**src/rtl/dmem_arbiter.sv**
```systemverilog
// Two-port round-robin arbiter in front of a single data-memory port.
// Owns the memory for one access at a time; it either completes on mem_ack or aborts after TIMEOUT cycles.
module dmem_arbiter #(
    parameter int TIMEOUT = 16
) (
    input  logic        clk,
    input  logic        rst,
    input  logic        req0,
    input  logic        we0,
    input  logic [31:0] addr0,
    input  logic [31:0] wdata0,
    input  logic        req1,
    input  logic        we1,
    input  logic [31:0] addr1,
    input  logic [31:0] wdata1,
    output logic        gnt0,
    output logic        gnt1,
    output logic        done0,
    output logic        done1,
    output logic        err0,
    output logic        err1,
    output logic [31:0] rdata,
    output logic        busy,
    output logic        mem_req,
    output logic        mem_we,
    output logic [31:0] mem_addr,
    output logic [31:0] mem_wdata,
    input  logic        mem_ack,
    input  logic [31:0] mem_rdata
);

    typedef enum logic {IDLE, ACCESS} state_t;

    localparam logic [7:0] LIMIT = 8'(TIMEOUT - 1);

    state_t      state_reg, state_next;
    logic [7:0]  cnt_reg, cnt_next;
    // Owner of the current access; outside ACCESS it is the last port granted.
    logic        owner_reg, owner_next;

    logic        mem_we_reg;
    logic [31:0] mem_addr_reg;
    logic [31:0] mem_wdata_reg;
    logic [31:0] rdata_reg;
    logic [1:0]  done_reg;
    logic [1:0]  err_reg;

    logic [1:0]  req_vec;
    logic [1:0]  we_vec;
    logic [31:0] addr_vec [2];
    logic [31:0] wdata_vec [2];
    logic [1:0]  gnt_vec;

    logic        grant_valid;
    logic        sel;
    logic        ack_evt;
    logic        timeout_evt;

    assign req_vec      = {req1, req0};
    assign we_vec       = {we1, we0};
    assign addr_vec[0]  = addr0;
    assign addr_vec[1]  = addr1;
    assign wdata_vec[0] = wdata0;
    assign wdata_vec[1] = wdata1;

    // Reset also gates the grant so nothing is accepted while rst is held.
    assign grant_valid = (state_reg == IDLE) && (|req_vec) && !rst;
    // On a tie the port that did not own the memory last wins.
    assign sel         = (&req_vec) ? ~owner_reg : req_vec[1];

    assign ack_evt     = (state_reg == ACCESS) && mem_ack;
    assign timeout_evt = (state_reg == ACCESS) && !mem_ack && (cnt_reg == LIMIT);

    genvar gi;
    generate
        for (gi = 0; gi < 2; gi++) begin : g_port
            assign gnt_vec[gi] = grant_valid && (sel == 1'(gi));

            always_ff @(posedge clk or posedge rst) begin
                if (rst) begin
                    done_reg[gi] <= 1'b0;
                    err_reg[gi]  <= 1'b0;
                end else begin
                    done_reg[gi] <= ack_evt     && (owner_reg == 1'(gi));
                    err_reg[gi]  <= timeout_evt && (owner_reg == 1'(gi));
                end
            end
        end
    endgenerate

    always_comb begin
        state_next = state_reg;
        cnt_next   = cnt_reg;
        owner_next = owner_reg;
        case (state_reg)
            IDLE: begin
                if (grant_valid) begin
                    state_next = ACCESS;
                    cnt_next   = 8'd0;
                    owner_next = sel;
                end
            end
            ACCESS: begin
                // Ack takes priority over the timeout when both land together.
                if (mem_ack || (cnt_reg == LIMIT)) begin
                    state_next = IDLE;
                end else begin
                    cnt_next = cnt_reg + 8'd1;
                end
            end
            default: state_next = IDLE;
        endcase
    end

    always_ff @(posedge clk or posedge rst) begin
        if (rst) begin
            state_reg <= IDLE;
            cnt_reg   <= 8'd0;
            owner_reg <= 1'b1;
        end else begin
            state_reg <= state_next;
            cnt_reg   <= cnt_next;
            owner_reg <= owner_next;
        end
    end

    always_ff @(posedge clk or posedge rst) begin
        if (rst) begin
            mem_we_reg    <= 1'b0;
            mem_addr_reg  <= 32'd0;
            mem_wdata_reg <= 32'd0;
        end else if (grant_valid) begin
            mem_we_reg    <= we_vec[sel];
            mem_addr_reg  <= addr_vec[sel];
            mem_wdata_reg <= wdata_vec[sel];
        end
    end

    always_ff @(posedge clk or posedge rst) begin
        if (rst) begin
            rdata_reg <= 32'd0;
        end else if (ack_evt && !mem_we_reg) begin
            rdata_reg <= mem_rdata;
        end
    end

    assign gnt0      = gnt_vec[0];
    assign gnt1      = gnt_vec[1];
    assign done0     = done_reg[0];
    assign done1     = done_reg[1];
    assign err0      = err_reg[0];
    assign err1      = err_reg[1];
    assign rdata     = rdata_reg;
    assign busy      = (state_reg == ACCESS);
    assign mem_req   = (state_reg == ACCESS);
    assign mem_we    = mem_we_reg;
    assign mem_addr  = mem_addr_reg;
    assign mem_wdata = mem_wdata_reg;

endmodule

```
**config.mk**
```make
export PLATFORM = sky130hd
export DESIGN_NAME = dmem_arbiter
export DESIGN_NICKNAME = d
export VERILOG_FILES = /design/src/rtl/dmem_arbiter.sv
export SDC_FILE = /design/constraint.sdc
export NUM_CORES = 1
export LEC_CHECK = 0
export ABC_AREA = 1
export ABC_CLOCK_PERIOD_IN_PS = 4300
export CAP_MARGIN = 20
export CORE_ASPECT_RATIO = 1.4
export CORE_UTILIZATION = 35
export DETAILED_ROUTE_END_ITERATION = 10
export PLACE_DENSITY = 0.85
export SLEW_MARGIN = 40
export SYNTH_ARGS = -nofsm -noshare
export SYNTH_HDL_FRONTEND = slang
export SYNTH_SLANG_ARGS = --single-unit
```
**constraint.sdc**
```tcl
create_clock -name clk -period 4.3 [get_ports clk]
set_clock_uncertainty 0.2 [all_clocks]
set_input_delay 0.645 -clock clk [delete_from_list [all_inputs] [get_ports clk]]
set_output_delay 0.645 -clock clk [all_outputs]
set_load 0.01 [all_outputs]
```
==> results_dict.tcl, run 1 <==
set metrics [dict create \
    status "finished, final reports clean" \
    muxShareOfSynthArea_pct 9.74 \
    final_cells 964 \
    min-delay-path-class "flip-flop to flip-flop" \
    clock-sinks 111 \
    setup_tns_ns 0 \
    synth_top_cell_area_share_pct 56.7 \
    cts_setup_buffers 0 \
    cp-endpoint "gnt1" \
    drtIter0Drc 126 \
    clk-insertion-delay-late_ns 0.34 \
    fin_crit_ns 3.16 \
    core-area_sq_um 13500 \
    synth_common_cells "nand2_1, dfrtp_1, nand3_1, mux2_4, nor2_1" \
    placed_cell_area_sq_um 7700 \
    ys.flop_type "dfrtp_1" \
    cts_made_buffers 9 \
    reg2reg_from "busy" \
    groute.usage.overall_pct 20.4 \
    yosysWarnings 0 \
    synth.area.top_cells "dfrtp_1, nand2_1, mux2_4" \
    ioPinCount 272 \
    setup_viol 0 \
    cts_resized 0 \
    h-tree-depth 3 \
    ys_ff_latch 111 \
    power_mw 3.98 \
    final_core_util_pct 59.6 \
    cts-root-buf "clkbuf_16" \
    synthAdderAreaFrac_pct 0.258 \
    async_reset_ff_share_pct 100 \
    grt_setup_unrepaired "no" \
    antenna_left 0 \
    hold_violations 0 \
    clockBufferDepth 2 \
    multi_input_area_sq_um 1900 \
    n_antenna_cell 0 \
    wl_per_cell_um 15.0 \
    synthesis.nets 684 \
    p_leak_nw 3.63 \
    grt_pass1_wl_um 22400 \
    slew-limit-headroom_pct 44.3 \
    arrival_ns 2.32 \
    num-fill-cells 1092 \
    fmax_mhz 316 \
    synth_cells 516 \
    start_util_pct 36.1 \
    syn_area_sq_um 4860 \
    synth_top_family_by_area "simple AND/OR/NAND/NOR gates" \
    r2r_setup_slack_ns 2.04 \
    worstSetupEndpointType "output port" \
    antenna_found_initial 0 \
    fin_area_sq_um 8020 \
    critPathLaunch "req1" \
    cts_tree "built" \
    synth.most_common_cell "nand2_1" \
    synth_top_area_cell "dfrtp_1" \
    vias_per_cell 4.63 \
    grt_overflow 0 \
    start_kind "input pin" \
    vias 4461 \
    ir_drop_mv 0.222 \
    drive_above_1_share_pct 7.93 \
    clk_pin_slew_ns 0.08 \
    grt_pass1_vias 4431 \
    first_pass_iters 5 \
    fp.dieH_um 141 \
    cp_max_fo 2 \
    rows 50 \
    synth_edf_count 0 \
    yosys.area_share.simple_pct 27.6 \
    worst_pin_slew_ns 0.835 \
    synth_xor_area_share_pct 0.180 \
    critical_path_class "input pin to output port" \
    p_per_area_nw_per_um2 496 \
    ys_types 26 \
    drc 0 \
    area_growth_pct 65.1 \
    nets 945 \
    post-route-period-util_pct 73.5 \
    die_area_sq_um 14400 \
    wirelength_um 14500 \
    die_w_um 102 \
    holdCritStartpoint "mem_wdata[26]" \
    dp.cells 948 \
    finalMaxSlewViolations 0 \
    register_area_sq_um 2780 \
    cap_violations 0 \
    place.gp.congestion 0.816 \
    worst_ep_required_time_ns 3.45 \
    r2r_cells 6 \
    seq_area_frac_synth_pct 57.2 \
    dp_hpwl_um 10600 \
    r2r-end "cnt_reg[6]" \
    grt_max_degree 76 \
    portBuffers 271 \
    synth_compound_area_share_pct 0.799 \
    holdBufCountCts 0 \
    avgSynthCellArea_sq_um 9.41 \
]
[worst min path at each step]
stage	depth (start not counted)	end	slack, ns
detailed placement	2	mem_wdata[26]	0.28
finish	2	mem_wdata[26]	0.30
CTS	2	mem_addr[23]	0.30
global route	1	rdata[28]	0.32
global placement	2	mem_wdata[14]	0.28
floorplan	1	done0	0.28
[metrics by stage]
| stage | hold WS [ns] | worst slack [ns] |
|---|---|---|
| after CTS | 0.302 | 1.15 |
| after global routing | 0.325 | 1.09 |
| final | 0.300 | 1.14 |
| after global placement | 0.278 | 1.16 |
| after floorplan | 0.278 | 0.526 |
| after detailed placement | 0.281 | 1.15 |
[cell type report]
cell class,instances,area share (%)
multi-input cells,369,23.6
clock inverters,7,1.22
well taps,182,2.84
flip-flops and latches,111,34.7
clock buffers,9,2.81
repair buffers,277,34.4
inverters,9,0.452
[placed cells by master, fill, tap and decap left out, drive strengths merged]
master	count
ha	1
inv	12
a21boi	1
nand2	230
o21bai	1
clkdlybuf4s50	271
or2	1
dfstp	1
nand3	77
dfrtp	110
nor3	1
buf	6
bufinv	1
xor2	1
a21oi	1
mux2	32
and2	1
clkinv	3
nor2	19
o21ai	3
clkbuf	9
[critical path: stages]
cell	delay (ns)
clkdlybuf4s50_1	0.52
a21boi_0	0.39
and2_2	0.24
clkdlybuf4s50_1	0.53
[where the power goes]
part | internal, mW | switching [mW] | leakage (nW)
combinational | 0.954 | 0.584 | 2.11
clock | 0.472 | 0.416 | 0.158
sequential | 1.37 | 0.189 | 1.36
[cells by family after synthesis]
kind of cell | count (synthesis)
simple gates | 329
flops | 111
buf+inv | 36
mux | 32
compound gates | 6
xor+xnor | 1
fa+ha+maj | 1
[routing by layer]
metal	up-vias	routed length, um	global-route usage (%)
met3	30	917	5.12
met2	167	7730	36.6
met1	2097	5400	22.3
met4	0	455	8.85
met5	-	0	0
li1	2167	-	-
Note: power is estimated with default switching activity, not from simulation.
==> run 2, diff against run 1 <==
Settings changed: ABC_CLOCK_PERIOD_IN_PS 4300 to 3250.
Clock period 4.3 ns to 3.25 ns, I/O delays scaled along.
==> run 2 against run 1 <==
Sequential power increased by 33%. Design area increased by 0.12%. Non-clock buffer count increased by 1. Utilization increased by 0.074 points. Critical path type unchanged. Worst hold slack got worse by 0.0089 ns. Highest routed layer unchanged. Via count increased by 0.63%. Combinational power increased by 32%. Critical endpoint unchanged.
==> results_dict.tcl, run 2 (same netlist as run 1, synthesis figures left out) <==
set metrics [dict create \
    rows 50 \
    cts-root-buf "clkbuf_16" \
    wirelength_um 14300 \
    gr-usage-met3_pct 4.83 \
    layout_common_cells "clkdlybuf4s50_1, nand2_1, dfrtp_1" \
    worst_ep_required_time_ns 2.56 \
    setup_viol 0 \
    p_per_area_nw_per_um2 649 \
    grt_use_met1_pct 22.8 \
    n_antenna_cell 0 \
    r2r-end "mem_wdata[25]" \
    die_area_sq_um 14400 \
    final_core_util_pct 59.7 \
    grtUsageMet2_pct 36.1 \
    clk_pin_slew_ns 0.08 \
    cap_violations 0 \
    clock-sinks 111 \
    die_w_um 102 \
    p_int_mw 3.62 \
    start_kind "input pin" \
    clk-insertion-delay-late_ns 0.34 \
    wl_per_cell_um 14.9 \
    reg2reg_from "busy" \
    grt_overflow 0 \
    worst_pin_slew_ns 0.815 \
    final_common_cell "clkdlybuf4s50_1" \
    grt_setup_unrepaired "no" \
    power_mw 5.21 \
    dp_hpwl_um 10600 \
    holdBufCountCts 0 \
    power_switching_share_pct 30.4 \
    ioPinCount 272 \
    slew-limit-headroom_pct 45.7 \
    grt_max_degree 76 \
    grt_pass1_vias 4446 \
    p_sw_mw 1.59 \
    start_util_pct 36.1 \
    cts_setup_buffers 0 \
    seqPwrFrac_pct 39.5 \
    ir_drop_mv 0.304 \
    setup_tns_ns 0 \
    area_growth_pct 65.3 \
    grt_pass1_wl_um 22300 \
    drtIter0Drc 167 \
    clockBufferDepth 2 \
    p_clk_share_pct 21.4 \
    p_leak_nw 3.63 \
    fp.dieH_um 141 \
    drc 0 \
    place.gp.congestion 0.841 \
    finalMaxSlewViolations 0 \
    fin_crit_ns 2.83 \
    post-route-period-util_pct 86.9 \
    vias 4489 \
    drive_above_1_share_pct 8.05 \
    status "finished, final reports clean" \
    vias_per_cell 4.65 \
    num-fill-cells 1103 \
    antenna_found_initial 0 \
    core-area_sq_um 13500 \
    arrival_ns 2.14 \
    min-delay-path-class "input pin to asynchronous set/reset pin" \
    antenna_left 0 \
    h-tree-depth 3 \
    hold_violations 0 \
    fmax_mhz 354 \
    critical_path_class "input pin to output port" \
    cts_tree "built" \
    r2r_setup_slack_ns 1.04 \
    worstSetupEndpointType "output port" \
    cts_made_buffers 9 \
    cts_resized 0 \
    first_pass_iters 4 \
    cp_max_fo 6 \
    r2r_cells 6 \
    groute.usage.overall_pct 20.1 \
    comb_power_share_pct 39.1 \
    nets 946 \
    portBuffers 271 \
    busiest_layer "met2" \
]
## run 2: cell type report
class	count	area, sq um	area share (%)
sequential	111	2780	34.6
multi-input combinational	369	1900	23.6
tap	182	228	2.84
clock inverter	7	86.3	1.08
timing repair buffer	278	2780	34.6
clock buffer	9	225	2.81
inverter	9	37.5	0.468
## run 2: worst max-delay path by stage
stage | startpoint | end | slack, ns | cells past startpoint
2_1_floorplan | rst | busy | 1.22 | 1
3_3_place_gp | rst | gnt1 | 0.42 | 4
3_5_place_dp | rst | gnt1 | 0.41 | 4
4_1_cts | rst | gnt1 | 0.40 | 4
5_1_grt | rst | gnt1 | 0.38 | 4
6_report | rst | gnt1 | 0.42 | 4
## run 2: metrics by stage
stage / instances / hold slack (ns) / setup WS, ns / area [sq um]
floorplan: 516 / 0.278 / 1.22 / 4860
global placement: 949 / 0.277 / 0.419 / 7710
detailed placement: 949 / 0.280 / 0.407 / 7720
CTS: 965 / 0.292 / 0.402 / 8030
global route: 965 / 0.321 / 0.379 / 8030
finish: 965 / 0.291 / 0.424 / 8030
## run 2: per-layer routing
layer	wire length (um)	share of wire (%)
met1	5360	37
met2	7720	54
met3	877	6.1
met4	375	2.6
met5	0	0
## run 2: critical path, cell delays in order
cell and delay, ns:
clkdlybuf4s50_1 0.45, nor2_1 0.35, and2_2 0.29, clkdlybuf4s50_1 0.56
## run 2: power by group through the flow
stage | logic, mW | registers, mW | clock network (mW)
6_report | 2.04 | 2.06 | 1.11
5_1_grt | 2.18 | 2.11 | 1.19
3_3_place_gp | 2.02 | 2.06 | 0
4_1_cts | 2.06 | 2.06 | 1.14
3_5_place_dp | 2.05 | 2.08 | 0
2_1_floorplan | 0.645 | 2.25 | 0
==> run 3, diff against run 2 <==
Settings changed: PLACE_DENSITY 0.85 to 0.74.
==> run 3 against run 2 <==
Combinational power is essentially flat. Global-route usage up 0.65 points. Count of clock-buffer cells in the layout unchanged. Power is 1.2% higher. Largest cell class unchanged.
==> results_dict.tcl, run 3 (same netlist as run 1, synthesis figures left out) <==
set metrics [dict create \
    ioPinCount 272 \
    timing.critical_path.buf_inv 2 \
    comb_power_share_pct 38.4 \
    place.gp.congestion 0.841 \
    p_per_area_nw_per_um2 656 \
    post-route-period-util_pct 88.7 \
    vias 4566 \
    n_antenna_cell 0 \
    worstSetupEndpointType "output port" \
    clockBufferDepth 2 \
    grt_pass1_wl_um 23100 \
    setup_viol 0 \
    min-delay-path-class "flip-flop to flip-flop" \
    first_pass_iters 5 \
    clk_pin_slew_ns 0.07 \
    worst_pin_slew_ns 0.804 \
    start_util_pct 36.1 \
    power_mw 5.27 \
    multi_input_area_sq_um 1890 \
    drtIter0Drc 168 \
    max_stage_delay_ns 0.54 \
    finalMaxSlewViolations 0 \
    cp_cell_sequence "clkdlybuf4s50_1 > a21boi_0 > and2_2 > clkdlybuf4s50_1" \
    vias_per_cell 4.74 \
    wirelength_um 14600 \
    groute.usage.overall_pct 20.7 \
    layout_common_cells "clkdlybuf4s50_1, nand2_1, dfrtp_1" \
    path_delay_family "buffers and inverters" \
    grt_setup_unrepaired "no" \
    antenna_left 0 \
    cts_setup_buffers 0 \
    cts_tree "built" \
    final_core_util_pct 59.7 \
    drc 0 \
    nets 945 \
    hold_violations 0 \
    dp_hpwl_um 10600 \
    cp_max_fo 2 \
    core-area_sq_um 13500 \
    die_area_sq_um 14400 \
    final_common_cell "clkdlybuf4s50_1" \
    placed_cell_area_sq_um 7710 \
    arrival_ns 2.20 \
    p_sw_mw 1.58 \
    cts_made_buffers 9 \
    antenna_found_initial 0 \
    ir_drop_mv 0.314 \
    worst_ep_required_time_ns 2.56 \
    status "finished, final reports clean" \
    h-tree-depth 3 \
    cap_violations 0 \
    drive_above_1_share_pct 7.93 \
    p_leak_nw 3.63 \
    setup_tns_ns 0 \
    portBuffers 271 \
    critical_path_class "input pin to output port" \
    wl_per_cell_um 15.1 \
    fin_area_sq_um 8030 \
    fp.dieH_um 141 \
    p_int_mw 3.69 \
    power_switching_share_pct 29.9 \
    start_kind "input pin" \
    cts-root-buf "clkbuf_16" \
    pre_cts_slack_ns 0.382 \
    clock-sinks 111 \
    crit_slowest_cell "clkdlybuf4s50_1" \
    fin_ws_ns 0.367 \
    clk-insertion-delay-late_ns 0.34 \
    num-fill-cells 1148 \
    slew-limit-headroom_pct 46.4 \
    fmax_mhz 347 \
    p_clk_share_pct 22.4 \
    rows 50 \
    holdBufCountCts 0 \
    grt_pass1_vias 4736 \
    cts_resized 0 \
    grt_max_degree 112 \
    register_area_sq_um 2780 \
    area_growth_pct 65.4 \
    grt_overflow 0 \
    fin_crit_ns 2.88 \
    cp_common_cell "clkdlybuf4s50_1" \
    die_w_um 102 \
    seqPwrFrac_pct 39.2 \
]
==> run 3: final cells by class <==
| cell class | count | share of cell area (%) |
|---|---|---|
| Sequential cell | 111 | 34.6 |
| Multi-Input combinational cell | 369 | 23.6 |
| Timing Repair Buffer | 277 | 34.5 |
| Clock buffer | 9 | 2.80 |
| Inverter | 9 | 0.467 |
| Tap cell | 182 | 2.83 |
| Clock inverter | 7 | 1.25 |
==> run 3: path summary, 6_finish.rpt <==
path	start	slack, ns	endpoint	cells after the start
max	req1	0.37	gnt1	4
min	mem_wdata[7]	0.30	mem_wdata[7]	2
max reg2reg	busy	1.01	cnt_reg[6]	6
min reg2reg	mem_wdata[7]	0.30	mem_wdata[7]	2
max in group asynchronous	rst	1.91	rdata[17]	3
min in group asynchronous	rst	0.50	done1	3
==> run 3: per-stage QoR <==
stage / hold WS [ns] / cells
detailed placement: 0.280 / 948
floorplan: 0.278 / 516
CTS: 0.301 / 964
global placement: 0.278 / 948
finish: 0.299 / 964
global route: 0.325 / 964
==> run 3: power groups by stage <==
stage                     clock, mW  sequential (mW)  combinational [mW]
after floorplan                   0             2.25               0.645
after global placement            0             2.06                2.02
after detailed placement          0             2.08                2.04
after CTS                      1.21             2.07                2.05
after global routing           1.26             2.11                2.17
final                          1.18             2.06                2.03
==> run 3: layer usage <==
layer	up-vias	wire length, um	GRT usage (%)
met4	0	507	9.99
met1	2179	5530	23.0
met2	180	7740	37.1
met3	35	813	4.24
li1	2172	-	-
met5	-	0	0
==> run 3: worst register-to-register path: stages, from the launching register on <==
cell and delay [ns]:
dfrtp_1 0.50, nor2_1 0.15, o21ai_4 0.10, buf_4 0.63
nand2_2 0.35, nand2_1 0.15, nand2_1 0.05
